**config.mk**
```make
export PLATFORM = sky130hd
export DESIGN_NAME = mem_store_sink
export DESIGN_NICKNAME = d
export VERILOG_FILES = /design/src/rtl/store_sink_pkg.sv /design/src/rtl/store_fifo.sv /design/src/rtl/mem_store_sink.sv
export SDC_FILE = /design/constraint.sdc
export NUM_CORES = 1
export LEC_CHECK = 0
export ABC_AREA = 1
export CORE_AREA = 2 2 205 207
export DETAILED_ROUTE_END_ITERATION = 8
export DIE_AREA = 0 0 207 209
export PLACE_DENSITY_LB_ADDON = 0.1
export SLEW_MARGIN = 20
export SYNTH_ARGS = -nofsm -noshare
export SYNTH_HDL_FRONTEND = slang
export SYNTH_SLANG_ARGS = --single-unit
```
**constraint.sdc**
```tcl
create_clock -name clk -period 7.97 [get_ports clk]
set_input_delay 1.1955 -clock clk [delete_from_list [all_inputs] [get_ports clk]]
set_output_delay 1.1955 -clock clk [all_outputs]
set_load 0.1 [all_outputs]
```
**src/rtl/store_sink_pkg.sv**
```systemverilog
// Shared types and constants for the write-back store sink.
//   sink_state_t        : sink FSM state (RUN accepts stores, DONE ignores them)
//   TOHOST_ADDR_DEFAULT : default byte address of the end-of-test mailbox
//   store_entry_t       : one buffered store {addr, wdata}
package store_sink_pkg;

  typedef enum logic [0:0] {
    RUN,
    DONE
  } sink_state_t;

  localparam logic [31:0] TOHOST_ADDR_DEFAULT = 32'h0000_0FF0;

  typedef struct packed {
    logic [31:0] addr;
    logic [31:0] wdata;
  } store_entry_t;

endpackage

```
**src/rtl/store_fifo.sv**
```systemverilog
// Small synchronous FIFO of store entries.
// Ports:
//   clk, reset_n : clock, asynchronous active-low reset (empties the FIFO)
//   push, push_data : enqueue request and payload (ignored while full)
//   pop          : dequeue request (ignored while empty)
//   full, empty  : occupancy status, derived from registered pointers only
//   head         : oldest entry; all-zero while empty
module store_fifo
  import store_sink_pkg::*;
#(
  parameter int unsigned DEPTH = 4
) (
  input  logic         clk,
  input  logic         reset_n,
  input  logic         push,
  input  store_entry_t push_data,
  input  logic         pop,
  output logic         full,
  output logic         empty,
  output store_entry_t head
);

  localparam int unsigned IdxW = $clog2(DEPTH);
  localparam int unsigned PtrW = IdxW + 1;

  store_entry_t    mem [DEPTH];
  logic [PtrW-1:0] wr_ptr_q, wr_ptr_d;
  logic [PtrW-1:0] rd_ptr_q, rd_ptr_d;
  logic            do_push, do_pop;

  // Index bits equal: wrap bit tells full from empty.
  assign empty = (wr_ptr_q == rd_ptr_q);
  assign full  = (wr_ptr_q[IdxW-1:0] == rd_ptr_q[IdxW-1:0]) &&
                 (wr_ptr_q[IdxW] != rd_ptr_q[IdxW]);

  assign do_push = push && !full;
  assign do_pop  = pop && !empty;

  always_comb begin
    wr_ptr_d = wr_ptr_q;
    rd_ptr_d = rd_ptr_q;
    if (do_push) wr_ptr_d = wr_ptr_q + PtrW'(1);
    if (do_pop)  rd_ptr_d = rd_ptr_q + PtrW'(1);
  end

  always_ff @(posedge clk or negedge reset_n) begin
    if (!reset_n) begin
      wr_ptr_q <= '0;
      rd_ptr_q <= '0;
    end else begin
      wr_ptr_q <= wr_ptr_d;
      rd_ptr_q <= rd_ptr_d;
    end
  end

  // Storage needs no reset: head is masked while empty.
  always_ff @(posedge clk) begin
    if (do_push) mem[wr_ptr_q[IdxW-1:0]] <= push_data;
  end

  assign head = empty ? '0 : mem[rd_ptr_q[IdxW-1:0]];

endmodule

```
**src/rtl/mem_store_sink.sv**
```systemverilog
// Receiver for the write-back store port. Classifies each store, buffers normal stores
// in a FIFO drained to the data RAM over valid/ready, and decodes the TOHOST mailbox
// that ends the test.
// Optional feature macro: STORE_SINK_COUNT_EN (enables the saturating store counter;
// when undefined o_store_count is tied to zero).
// Ports:
//   clk, reset_n           : clock, asynchronous active-low reset
//   i_MemWrite, i_mem_addr, i_mem_wdata : store strobe, byte address, data
//   o_full                 : FIFO full, datapath stalls stores
//   o_ram_valid, i_ram_ready, o_ram_addr, o_ram_wdata : RAM drain handshake and head entry
//   o_done, o_done_code    : sticky TOHOST-written flag and its data
//   o_misaligned, o_overflow : sticky error flags
//   o_store_count          : saturating count of enqueued stores
module mem_store_sink
  import store_sink_pkg::*;
#(
  parameter int unsigned DEPTH       = 4,
  parameter logic [31:0] TOHOST_ADDR = TOHOST_ADDR_DEFAULT,
  parameter int unsigned CNT_W       = 16
) (
  input  logic             clk,
  input  logic             reset_n,
  input  logic             i_MemWrite,
  input  logic [31:0]      i_mem_addr,
  input  logic [31:0]      i_mem_wdata,
  output logic             o_full,
  output logic             o_ram_valid,
  input  logic             i_ram_ready,
  output logic [31:0]      o_ram_addr,
  output logic [31:0]      o_ram_wdata,
  output logic             o_done,
  output logic [31:0]      o_done_code,
  output logic             o_misaligned,
  output logic             o_overflow,
  output logic [CNT_W-1:0] o_store_count
);

  sink_state_t  state_q, state_d;
  logic [31:0]  done_code_q, done_code_d;
  logic         misaligned_q, misaligned_d;
  logic         overflow_q, overflow_d;
  logic         push;
  logic         fifo_full, fifo_empty;
  store_entry_t push_data, head;

  assign push_data = '{addr: i_mem_addr, wdata: i_mem_wdata};

  store_fifo #(
    .DEPTH (DEPTH)
  ) u_fifo (
    .clk       (clk),
    .reset_n   (reset_n),
    .push      (push),
    .push_data (push_data),
    .pop       (i_ram_ready),
    .full      (fifo_full),
    .empty     (fifo_empty),
    .head      (head)
  );

  // Classifier and FSM next state. Full is the registered flag, so a pop in the same
  // cycle does not make room for the incoming store.
  always_comb begin
    state_d      = state_q;
    done_code_d  = done_code_q;
    misaligned_d = misaligned_q;
    overflow_d   = overflow_q;
    push         = 1'b0;
    if (state_q == RUN && i_MemWrite) begin
      if (i_mem_addr[1:0] != 2'b00) begin
        misaligned_d = 1'b1;
      end else if (i_mem_addr == TOHOST_ADDR) begin
        done_code_d = i_mem_wdata;
        state_d     = DONE;
      end else if (fifo_full) begin
        overflow_d = 1'b1;
      end else begin
        push = 1'b1;
      end
    end
  end

  always_ff @(posedge clk or negedge reset_n) begin
    if (!reset_n) begin
      state_q      <= RUN;
      done_code_q  <= '0;
      misaligned_q <= 1'b0;
      overflow_q   <= 1'b0;
    end else begin
      state_q      <= state_d;
      done_code_q  <= done_code_d;
      misaligned_q <= misaligned_d;
      overflow_q   <= overflow_d;
    end
  end

`ifdef STORE_SINK_COUNT_EN
  logic [CNT_W-1:0] count_q, count_d;

  always_comb begin
    count_d = count_q;
    if (push && (count_q != '1)) count_d = count_q + CNT_W'(1);
  end

  always_ff @(posedge clk or negedge reset_n) begin
    if (!reset_n) count_q <= '0;
    else          count_q <= count_d;
  end

  assign o_store_count = count_q;
`else
  assign o_store_count = '0;
`endif

  assign o_full       = fifo_full;
  assign o_ram_valid  = !fifo_empty;
  assign o_ram_addr   = head.addr;
  assign o_ram_wdata  = head.wdata;
  assign o_done       = (state_q == DONE);
  assign o_done_code  = done_code_q;
  assign o_misaligned = misaligned_q;
  assign o_overflow   = overflow_q;

endmodule

```
==> summary.md <==
| Metric | Value |
|---|---|
| Result of the run | completed |
| Vias | 8135 |
| Worst slew pin tran | 1.04 ns |
| Worst Skew | 0.0124 ns |
| Final-layout fill cell count | 4119 |
| Largest net degree at the start of global routing | 85 |
| Antenna viol nets, final | 0 |
| Starting DRT DRC Count | 382 |
| CP Max Fanout | 84 |
| Startpoint kind of the worst setup timing path | flip-flop |
| Leftover overflow at the end of global routing | 0 |
| Sum of negative setup slack | 0 ns |
| Total iterations of the first detailed-routing run | 4 |
| Deepest clock path buffer count | 3 |
| Ordered cell list for the critical path | inv_4, nand2_1, nand2_2, nand4_4, buf_4, nand2_1, inv_1, clkdlybuf4s50_1 |
| Post-route clock period utilization | 71.3% |
| Source of the critical timing path | u_fifo.rd_ptr_q[0]$_DFFE_PN0P_ |
| Top cell type's share of synthesized area | 62.9% |
| DP HPWL | 19100 um |
| Critical Setup Path Class | flip-flop to output port |
| Cell area after synthesis | 12200 sq um |
| Unrepaired setup endpoints after global routing | no |
| Hold buffer count at CTS | 0 |
| Buffers inserted by post-CTS timing repair | 0 |
| Post-synth EDFFs | 256 |
| Layout cell share with drive strength beyond 1 | 9.53% |
| Critical path capture point | o_ram_addr[4] |
| Number of buffers created by CTS | 36 |
| Clock sink count | 297 |
| Average detailed-routed wire length per instance | 18.6 um |
| Synthesis-to-layout area growth | 26.5% |
| Synth area leader | sky130_fd_sc_hd__edfxtp_1 |
| Initial antenna violation count | 0 |
| Routability-driven placement congestion ratio | 0.699 |
| Worst reg2reg startpoint | u_fifo.rd_ptr_q[0]$_DFFE_PN0P_ |
| Number of endpoints failing setup at the final stage | 0 |
| H-tree lvl count | 2 |
| Slowest-stage cell, CP | sky130_fd_sc_hd__clkdlybuf4s50_1 |
| Post-layout net count | 1297 |
| PostCTS Resize Cnt | 0 |
| Vias in the first global route | 8170 |
| Total global routing track utilization | 15.3% |
| Clock latency at the later pin of the worst-skew pair | 0.50 ns |
| Die boundary height | 209 um |
| Core occupancy in the finished layout | 37.4% |
| Most common cell type on the critical path | sky130_fd_sc_hd__nand2_1 |
| Global-route wire length before repair | 50900 um |
| Pins over their slew limit | 0 |
| Post-synthesis register bit count | 297 |
| Leading cell types by count after synthesis | 256 x sky130_fd_sc_hd__edfxtp_1, 180 x sky130_fd_sc_hd__nand2_1, 160 x sky130_fd_sc_hd__nor2_1 |
| Proportion of synthesized chip area in sequential cells | 71.3% |
| Peak Freq | 176 MHz |
| Width of the die | 207 um |
| Number of violations of the max-capacitance limit | 0 |
| Number of buffers added on ports | 168 |
| Fraction of registers with async set or reset after synthesis | 13.8% |
| # rows | 75 |
| Normalized max-slew margin | 30.5% |
| Dominant cells by area after synthesis | sky130_fd_sc_hd__edfxtp_1 63%, sky130_fd_sc_hd__dfrtp_1 8.4%, sky130_fd_sc_hd__nand2_1 5.5% |
| Yosys warning total | 0 |
| Die footprint | 43300 sq um |
| Clock tree from TritonCTS | done |
| DRC viols | 0 |
| Worst setup slack for register-to-register paths | 3.98 ns |
| R2r endpoint | u_fifo.mem[1][36]$_DFFE_PP_ |
| Ratio of routed vias to standard cells | 4.55 |
| WP data required | 6.77 ns |
| Hold Violations, Final | 0 |
| Routed Wire Length | 33300 um |
| Top flip-flop cell by instance count after synthesis | sky130_fd_sc_hd__edfxtp_1 |
| Number of primary I/O pins | 185 |
| Antenna Diode Count | 0 |
| Worst min path class | flip-flop to flip-flop |
| Clock period minus worst slack | 5.68 ns |
| Core region area | 41300 sq um |
| Worst setup EP type | output port |
| Longest individual stage delay on the worst path | 0.95 ns |
| Cell count of the worst reg-to-reg path | 9 |
| Yosys cell types | 26 |
| Instance count of the mapped netlist | 1063 |
| Endpoint arrival time on the critical path | 4.49 ns |
| Clock root cell | sky130_fd_sc_hd__clkbuf_16 |
| Clock Pin Slew Worst Setup and Hold Paths | 0.06 ns |
| Syn avg cell area | 11.5 sq um |
| Most numerous cell in the Yosys netlist | sky130_fd_sc_hd__edfxtp_1 |
| Effective utilization at floorplan | 29.6% |
cell usage in the layout (no fill, tap or decap), drive strengths merged, types with 5 or more instances in the layout:
cell type      count
edfxtp           256
ha                 5
nor2             162
inv               99
nand2            182
buf               15
clkinv             7
conb              16
o22ai             64
nand3             41
clkbuf            57
o21ai            129
dfrtp             41
clkdlybuf4s50    167
critical path, delay by kind of cell (launching register included):
| kind | cells | cell delay, ns |
|---|---|---|
| buffers and inverters | 4 | 2.23 |
| flip-flops | 1 | 0.73 |
| AND/OR/NAND/NOR | 4 | 0.93 |
per-layer routing:
metal | share of wire, % | GRT usage (%) | wire [um]
met1 | 45 | 20.4 | 15100
met2 | 48 | 25.7 | 16100
met3 | 4.8 | 3.14 | 1600
met4 | 1.5 | 3.30 | 513
met5 | 0 | 0 | 0
metrics by stage:
stage | hold slack [ns] | instance area [sq um] | worst slack, ns | instances
2_1_floorplan | 0.503 | 12300 | 3.05 | 1078
3_3_place_gp | 0.456 | 14300 | 2.77 | 1724
3_5_place_dp | 0.461 | 14300 | 2.69 | 1724
4_1_cts | 0.477 | 15400 | 2.15 | 1787
5_1_grt | 0.498 | 15500 | 1.95 | 1788
6_report | 0.469 | 15500 | 2.29 | 1788
state kept, by name, indices dropped and copies added (netlist names):
| register | count |
|---|---|
| o_overflow | 1 |
| o_done | 1 |
| u_fifo.mem | 256 |
| o_misaligned | 1 |
| u_fifo.rd_ptr_q | 3 |
| o_done_code | 32 |
| u_fifo.wr_ptr_q | 3 |
cell families after synthesis:
logic type,Yosys count,share of synthesized area (%)
buffers and inverters,174,6.70
flip-flops,297,71.3
XOR/XNOR,3,0.215
other,1,0.0307
adder cells (fa/ha/maj),5,0.512
AO/OA/AOI/OAI,195,8.68
AND/OR/NAND/NOR,388,12.6
area by class of cell:
cell class | count | area (sq um) | share of cell area [%]
Multi-Input combinational cell | 607 | 2800 | 18.1
Clock buffer | 57 | 1060 | 6.87
Sequential cell | 297 | 8720 | 56.4
Clock inverter | 6 | 26.3 | 0.170
Timing Repair Buffer | 182 | 1800 | 11.7
Tap cell | 539 | 674 | 4.36
Inverter | 100 | 378 | 2.44
worst min path at each step:
stage,slack (ns),cells past startpoint,startpoint,endpoint
3_3_place_gp,0.46,2,o_done_code[29]$_DFFE_PN0P_,o_done_code[29]$_DFFE_PN0P_
2_1_floorplan,0.50,2,u_fifo.wr_ptr_q[2]$_DFFE_PN0P_,u_fifo.wr_ptr_q[2]$_DFFE_PN0P_
5_1_grt,0.50,2,o_done_code[14]$_DFFE_PN0P_,o_done_code[14]$_DFFE_PN0P_
3_5_place_dp,0.46,2,o_done_code[22]$_DFFE_PN0P_,o_done_code[22]$_DFFE_PN0P_
4_1_cts,0.48,2,o_done_code[26]$_DFFE_PN0P_,o_done_code[26]$_DFFE_PN0P_
6_report,0.47,2,o_done_code[26]$_DFFE_PN0P_,o_done_code[26]$_DFFE_PN0P_
Power is not shown: default switching activity piles up to over one toggle a cycle in this logic, so the estimate is an artifact.
